==> src/rtl/roi_pkg.sv <==
// Shared definitions for the ROI insertion blocks: FSM states and the
// bit positions of the x/y fields inside a packed corner word.
package roi_pkg;

  typedef enum logic [1:0] {
    IDLE  = 2'd0,
    RUN   = 2'd1,
    DRAIN = 2'd2
  } roi_state_e;

  localparam int X_MSB = 26;
  localparam int X_LSB = 16;
  localparam int Y_MSB = 9;
  localparam int Y_LSB = 0;
  localparam int X_W   = X_MSB - X_LSB + 1;
  localparam int Y_W   = Y_MSB - Y_LSB + 1;

  function automatic logic [X_W-1:0] xy_x(input logic [31:0] xy);
    return xy[X_MSB:X_LSB];
  endfunction

  function automatic logic [Y_W-1:0] xy_y(input logic [31:0] xy);
    return xy[Y_MSB:Y_LSB];
  endfunction

endpackage

==> src/rtl/roi_raster_cnt.sv <==
// Column/row raster counters with start-of-frame, end-of-line and
// end-of-frame flags; both counters wrap to zero after the last pixel.
module roi_raster_cnt #(
  parameter int WIDTH  = 800,
  parameter int HEIGHT = 600,
  parameter int CW     = 10,
  parameter int RW     = 10
) (
  input  logic          clk_i,
  input  logic          arst_i,
  input  logic          clr,
  input  logic          en,
  output logic [CW-1:0] cx,
  output logic [RW-1:0] cy,
  output logic          sof,
  output logic          eol,
  output logic          eof
);

  logic [CW-1:0] cx_reg;
  logic [RW-1:0] cy_reg;

  assign cx  = cx_reg;
  assign cy  = cy_reg;
  assign sof = (cx_reg == '0) && (cy_reg == '0);
  assign eol = (cx_reg == CW'(WIDTH - 1));
  assign eof = eol && (cy_reg == RW'(HEIGHT - 1));

  always_ff @(posedge clk_i or posedge arst_i) begin
    if (arst_i) begin
      cx_reg <= '0;
      cy_reg <= '0;
    end else if (clr) begin
      cx_reg <= '0;
      cy_reg <= '0;
    end else if (en) begin
      if (eol) begin
        cx_reg <= '0;
        cy_reg <= eof ? '0 : cy_reg + 1'b1;
      end else begin
        cx_reg <= cx_reg + 1'b1;
      end
    end
  end

endmodule

==> src/rtl/roi_insert_axis.sv <==
// Places a streamed ROI into a full WIDTH x HEIGHT raster, emitting FILL
// outside the rectangle, behind a single-register AXI-Stream output stage.
module roi_insert_axis
  import roi_pkg::*;
#(
  parameter int WIDTH  = 800,
  parameter int HEIGHT = 600,
  parameter int BIT_D  = 8,
  parameter int BIT_C  = 32,
  parameter int FILL   = 0
) (
  input  logic             clk_i,
  input  logic             arst_i,
  input  logic [BIT_D-1:0] s_tdata_i,
  input  logic             s_tvalid_i,
  output logic             s_tready_o,
  input  logic             s_tlast_i,
  input  logic [BIT_C-1:0] xy_0_i,
  input  logic [BIT_C-1:0] xy_1_i,
  output logic [BIT_D-1:0] m_tdata_o,
  output logic             m_tvalid_o,
  input  logic             m_tready_i,
  output logic             m_tuser_o,
  output logic             m_tlast_o,
  output logic             busy_o,
  output logic             err_o
);

  localparam int CW = (WIDTH > 1) ? $clog2(WIDTH) : 1;
  localparam int RW = (HEIGHT > 1) ? $clog2(HEIGHT) : 1;

  roi_state_e       state_reg, state_next;
  logic [X_W-1:0]   xl_reg, xr_reg, x0, x1, xl_next, xr_next;
  logic [Y_W-1:0]   yt_reg, yb_reg, y0, y1, yt_next, yb_next;
  logic             early_reg, drain_reg, err_reg;
  logic             m_tvalid_reg, m_tuser_reg, m_tlast_reg;
  logic [BIT_D-1:0] m_tdata_reg, load_data;
  logic [CW-1:0]    cx;
  logic [RW-1:0]    cy;
  logic             sof, eol, eof;
  logic             s_tready, load, take, cnt_clr;
  logic             in_roi, at_corner, adv, corners_ok;

  assign x0 = xy_x(32'(xy_0_i));
  assign x1 = xy_x(32'(xy_1_i));
  assign y0 = xy_y(32'(xy_0_i));
  assign y1 = xy_y(32'(xy_1_i));

  assign xl_next    = (x0 < x1) ? x0 : x1;
  assign xr_next    = (x0 < x1) ? x1 : x0;
  assign yt_next    = (y0 < y1) ? y0 : y1;
  assign yb_next    = (y0 < y1) ? y1 : y0;
  assign corners_ok = (32'(xr_next) < 32'(WIDTH)) && (32'(yb_next) < 32'(HEIGHT));

  // After an early tlast the rest of the rectangle is treated as outside.
  assign in_roi = (32'(cx) >= 32'(xl_reg)) && (32'(cx) <= 32'(xr_reg)) &&
                  (32'(cy) >= 32'(yt_reg)) && (32'(cy) <= 32'(yb_reg)) && !early_reg;
  assign at_corner = (32'(cx) == 32'(xr_reg)) && (32'(cy) == 32'(yb_reg));
  assign adv       = !m_tvalid_reg || m_tready_i;
  assign cnt_clr   = (state_reg == IDLE);

  roi_raster_cnt #(
    .WIDTH  (WIDTH),
    .HEIGHT (HEIGHT),
    .CW     (CW),
    .RW     (RW)
  ) u_cnt (
    .clk_i  (clk_i),
    .arst_i (arst_i),
    .clr    (cnt_clr),
    .en     (load),
    .cx     (cx),
    .cy     (cy),
    .sof    (sof),
    .eol    (eol),
    .eof    (eof)
  );

  always_comb begin
    state_next = state_reg;
    s_tready   = 1'b0;
    load       = 1'b0;
    take       = 1'b0;
    load_data  = BIT_D'(FILL);
    case (state_reg)
      IDLE: begin
        if (s_tvalid_i && corners_ok) state_next = RUN;
      end
      RUN: begin
        if (in_roi) begin
          // Inside the ROI the raster waits for real pixels, never FILL.
          s_tready = adv;
          if (adv && s_tvalid_i) begin
            load      = 1'b1;
            take      = 1'b1;
            load_data = s_tdata_i;
          end
        end else begin
          load = adv;
        end
        if (load && eof) begin
          state_next = (drain_reg || (take && at_corner && !s_tlast_i)) ? DRAIN : IDLE;
        end
      end
      DRAIN: begin
        s_tready = 1'b1;
        if (s_tvalid_i && s_tlast_i) state_next = IDLE;
      end
      default: state_next = IDLE;
    endcase
  end

  always_ff @(posedge clk_i or posedge arst_i) begin
    if (arst_i) begin
      state_reg    <= IDLE;
      xl_reg       <= '0;
      xr_reg       <= '0;
      yt_reg       <= '0;
      yb_reg       <= '0;
      early_reg    <= 1'b0;
      drain_reg    <= 1'b0;
      err_reg      <= 1'b0;
      m_tvalid_reg <= 1'b0;
      m_tuser_reg  <= 1'b0;
      m_tlast_reg  <= 1'b0;
      m_tdata_reg  <= '0;
    end else begin
      state_reg <= state_next;
      if (state_reg == IDLE && s_tvalid_i) begin
        xl_reg    <= xl_next;
        xr_reg    <= xr_next;
        yt_reg    <= yt_next;
        yb_reg    <= yb_next;
        early_reg <= 1'b0;
        drain_reg <= 1'b0;
        if (!corners_ok) err_reg <= 1'b1;
      end
      if (take) begin
        if (s_tlast_i && !at_corner) begin
          err_reg   <= 1'b1;
          early_reg <= 1'b1;
        end
        if (at_corner && !s_tlast_i) begin
          err_reg   <= 1'b1;
          drain_reg <= 1'b1;
        end
      end
      if (load) begin
        m_tvalid_reg <= 1'b1;
        m_tdata_reg  <= load_data;
        m_tuser_reg  <= sof;
        m_tlast_reg  <= eol;
      end else if (m_tready_i) begin
        m_tvalid_reg <= 1'b0;
      end
    end
  end

  assign s_tready_o = s_tready;
  assign m_tdata_o  = m_tdata_reg;
  assign m_tvalid_o = m_tvalid_reg;
  assign m_tuser_o  = m_tuser_reg;
  assign m_tlast_o  = m_tlast_reg;
  assign busy_o     = (state_reg != IDLE);
  assign err_o      = err_reg;

endmodule

==> config.mk <==
export PLATFORM = sky130hd
export DESIGN_NAME = roi_insert_axis
export DESIGN_NICKNAME = d
export VERILOG_FILES = /design/src/rtl/roi_pkg.sv /design/src/rtl/roi_raster_cnt.sv /design/src/rtl/roi_insert_axis.sv
export SDC_FILE = /design/constraint.sdc
export NUM_CORES = 1
export LEC_CHECK = 0
export ABC_AREA = 0
export BUFFER_PORTS_ARGS = -buffer_cell sky130_fd_sc_hd__buf_2
export CORE_ASPECT_RATIO = 0.5
export CORE_MARGIN = 2
export CORE_UTILIZATION = 45
export CTS_BUF_LIST = sky130_fd_sc_hd__clkbuf_4 sky130_fd_sc_hd__clkbuf_8
export CTS_CLUSTER_SIZE = 40
export DETAILED_ROUTE_END_ITERATION = 8
export PLACE_DENSITY = 0.67
export SETUP_SLACK_MARGIN = 0.15
export SYNTH_ARGS = -nofsm -noshare
export SYNTH_HDL_FRONTEND = slang
export SYNTH_HIERARCHICAL = 1
export SYNTH_SLANG_ARGS = --single-unit
==> constraint.sdc <==
create_clock -name clk_i -period 4.6 [get_ports clk_i]
set_input_delay 0.92 -clock clk_i [delete_from_list [all_inputs] [get_ports clk_i]]
set_output_delay 0.92 -clock clk_i [all_outputs]
set_load 0.01 [all_outputs]
==> out/metrics.csv <==
stage,metric,value,unit
run_status,status,"complete, no violations",
grt,vias in the first global route,3941,
placement,PortBufs,68,
critical_path,kind of cell adding the most delay to the critical path,simple AND/OR/NAND/NOR gates,
synthesis,Mapped Avg Cell Area,8.75,µm²
floorplan,Die W,160,µm
grt,GR Overflow Total,0,
floorplan,I/O pins,91,
cts,CTS root buf,clkbuf_8,
synthesis,Synth top cells by count,"dfrtp_1 (78), inv_1 (75), nand2_1 (74)",
cts,post-cts resize count,0,
routing,Post-Route WL,12400,µm
critical_path,CP Launch Type,flop,
routing,vias,4465,
grt,initial antenna violation count,0,
cells_and_area,Antenna Cells,0,
synthesis,Syn. warnings,6,
cts,clk slew on worst S/H paths,0.08,ns
cts,postcts setup bufs,0,
synthesis,Synth cell types,62,
floorplan,Die Footprint,0.0131,mm²
synthesis,"Net Count, Synth",767,
placement,DPL Wire Length,9460,µm
routing,DR vias/cell,5.22,
synthesis,cell taking the most area after synthesis,dfrtp_1,
critical_path,Worst path slowest cell,and3_1,
synthesis,Post-Syn Area,0.00546,mm²
timing,worst slew pin tran,0.810,ns
synthesis,Synth top area share,35.8,%
critical_path,CP required,4.87,ns
min_path,Worst Hold Class,reg -> reg,
critical_path,CP peak stage delay,0.45,ns
critical_path,CP Class,reg -> reg,
cts,CTS tree,yes,
timing,fin crit period,3.81,ns
synthesis,top-count cell post-synth,dfrtp_1,
critical_path,r2r setup slk,0.79,ns
placement,Routability Congestion,0.853,
min_path,Worst Hold End,xr_reg[5],
timing,crit share post-route,82.7,%
floorplan,Die Y,81.9,µm
cells_and_area,Layout Cells excl Fill,856,
synthesis,ys flop type,dfrtp_1,
synthesis,"FFs w/ async S/R, synth",100,%
synthesis,Synth Register Bits,78,
critical_path,crit-path most repeated cell,nand2_1,
synthesis,number of synthesized flops with an enable pin,0,
cells_and_area,Area Growth Syn to Fin,12.5,%
min_path,Hold Path Depth,2,
cells_and_area,final layout net count,829,
placement,Cells after DPL,840,
timing,setup violators final,0,
critical_path,R2R cell count,14,
pwr,Cell Pwr Density,384,mW/mm²
pwr,maximum VDD drop,132,µV
synthesis,Mapped Cells,624,
critical_path,RR Endpoint,u_cnt/cy[8],
cts,CTS max path bufs,2,
routing,Pre-antenna DRT Iters,5,
grt,Total GRT Usage,19.8,%
cts,"Hold-fix buffers, CTS",0,
critical_path,Worst Setup End Kind,flop,
critical_path,Worst EP arrival,4.07,ns
synthesis,sequential area share after synthesis,35.8,%
critical_path,CP cell instances,buf_4 > ha_1 > a21o_1 > a31oi_1 > o221ai_1 > a221oi_1 > nor3_2 > nand2_1 > nand2_1 > inv_1 > and3_4 > and3_1 > nand2_4 > o32ai_1,
timing,clock skew,0.00993,ns
cts,Skew-Pair Late Insertion Delay,0.36,ns
floorplan,num rows,28,
cells_and_area,layout cells sized above 1,16.2,%
floorplan,Placeable Area,0.0118,mm²
timing,RSZ-0062 raised after global routing,no,
job,maxcap violations,0,
grt,global-route wire length before repair,20300,µm
routing,WL/cell,14.4,µm
pwr,Leakage,3.05,nW
floorplan,Initial Utilization,46.2,%
cts,H-tree Lvls,3,
cells_and_area,# fillers,1109,
critical_path,crit path max fanout,12,
routing,Iter 0 DRT Violations,279,
synthesis,Area contributors post-synth,"dfrtp_1 (36%), ha_1 (15%), inv_1 (5.2%), nand2_1 (5.1%), o21ai_0 (4.7%)",
critical_path,r2r startpoint,u_cnt/cy[2],
timing,Final Max Slew Viols,0,
timing,"Hold Violations, Final",0,
timing,setup tns final,0,ns
timing,max_slew headroom,45.9,%
routing,post-route ant nets,0,
min_path,hold path start,xr_reg[5],
cts,Num CTS Buffers,9,
grt,largest net degree at the start of global routing,85,
timing,FMAX,263,MHz
routing,Remaining DRCs,0,
critical_path,CP Buf/Inv Count,2,
cts,TritonCTS Sinks,78,
[per-stage QoR]
stage	total power, mW	hold WS, ns	util, %	setup WS (ns)	area (µm²)
floorplan	1.56	0.450	-	1.64	5460
detailed placement	1.77	0.470	50.1	0.892	5910
global route	2.55	0.504	52.0	0.499	6140
global placement	1.74	0.463	50.1	0.942	5910
CTS	2.38	0.489	52.0	0.824	6140
finish	2.36	0.481	52.0	0.794	6140
[kinds of logic (layout without fill, tap and decap cells)]
kind of cell	Yosys count	count (layout)	share of synthesized area, %
buf+inv	98	165	7.72
fa+ha+maj	66	66	15.1
flops	78	78	35.8
mux	27	27	5.00
simple gates	195	195	17.8
compound gates	151	151	17.1
xor+xnor	9	9	1.44
[power by group]
part | internal (mW) | switching, mW | total, mW
sequential | 0.861 | 0.102 | 0.963
clock | 0.324 | 0.269 | 0.593
combinational | 0.307 | 0.493 | 0.800
total | 1.49 | 0.865 | 2.36
[worst reg2reg max path, delay by kind of cell, from the launching register on]
| kind | cells | cell delay [ns] |
|---|---|---|
| simple gates | 6 | 1.34 |
| compound gates | 5 | 1.17 |
| buf+inv | 2 | 0.52 |
| flops | 1 | 0.37 |
| fa+ha+maj | 1 | 0.30 |
[area by class of cell]
| class | count | area, µm² | share of cell area (%) |
|---|---|---|---|
| sequential | 78 | 1950 | 31.8 |
| clock buffer | 10 | 138 | 2.24 |
| inverter | 75 | 282 | 4.58 |
| clock inverter | 6 | 92.6 | 1.51 |
| tap | 165 | 206 | 3.36 |
| multi-input combinational | 448 | 3090 | 50.3 |
| timing repair buffer | 74 | 385 | 6.27 |
[routing by layer]
metal / global-route usage [%] / up-vias / wire (µm)
met2: 26.8 / 98 / 4550
li1: - / 2310 / -
met3: 3.84 / 9 / 539
met5: 0 / - / 0
met1: 31.5 / 2048 / 7160
met4: 4.09 / 0 / 106
[cell usage in the layout, fill, tap and decap left out, types with 3 or more instances in the layout]
cell / count
a211oi_1: 3
or2_2: 3
nor2_1: 36
nand3_1: 16
o32ai_1: 5
nor4_1: 4
nand4_1: 10
a211o_1: 3
dfrtp_1: 78
a21oi_1: 47
a21o_1: 8
buf_4: 6
xor2_1: 4
nor3_1: 12
mux2i_1: 25
clkbuf_8: 10
ha_1: 66
or3_1: 6
nand2b_1: 8
o21ai_0: 51
buf_2: 68
nor2b_1: 4
xnor2_1: 5
a31oi_1: 7
nand2_1: 73
a22o_1: 9
and3_1: 5
inv_1: 74
[worst max path at each step]
stage,slack [ns],endpoint,startpoint,cells past startpoint
3_5_place_dp,0.89,u_cnt/cy[8],u_cnt/cy[2],14
5_1_grt,0.50,u_cnt/cy[6],u_cnt/cy[2],14
4_1_cts,0.82,s_tready_o,u_cnt/cx[6],9
3_3_place_gp,0.94,u_cnt/cy[8],u_cnt/cy[2],14
6_report,0.79,u_cnt/cy[8],u_cnt/cy[2],14
2_1_floorplan,1.64,u_cnt/cy[9],u_cnt/cy[2],15
No activity file was read; power rests on OpenSTA's default activity.
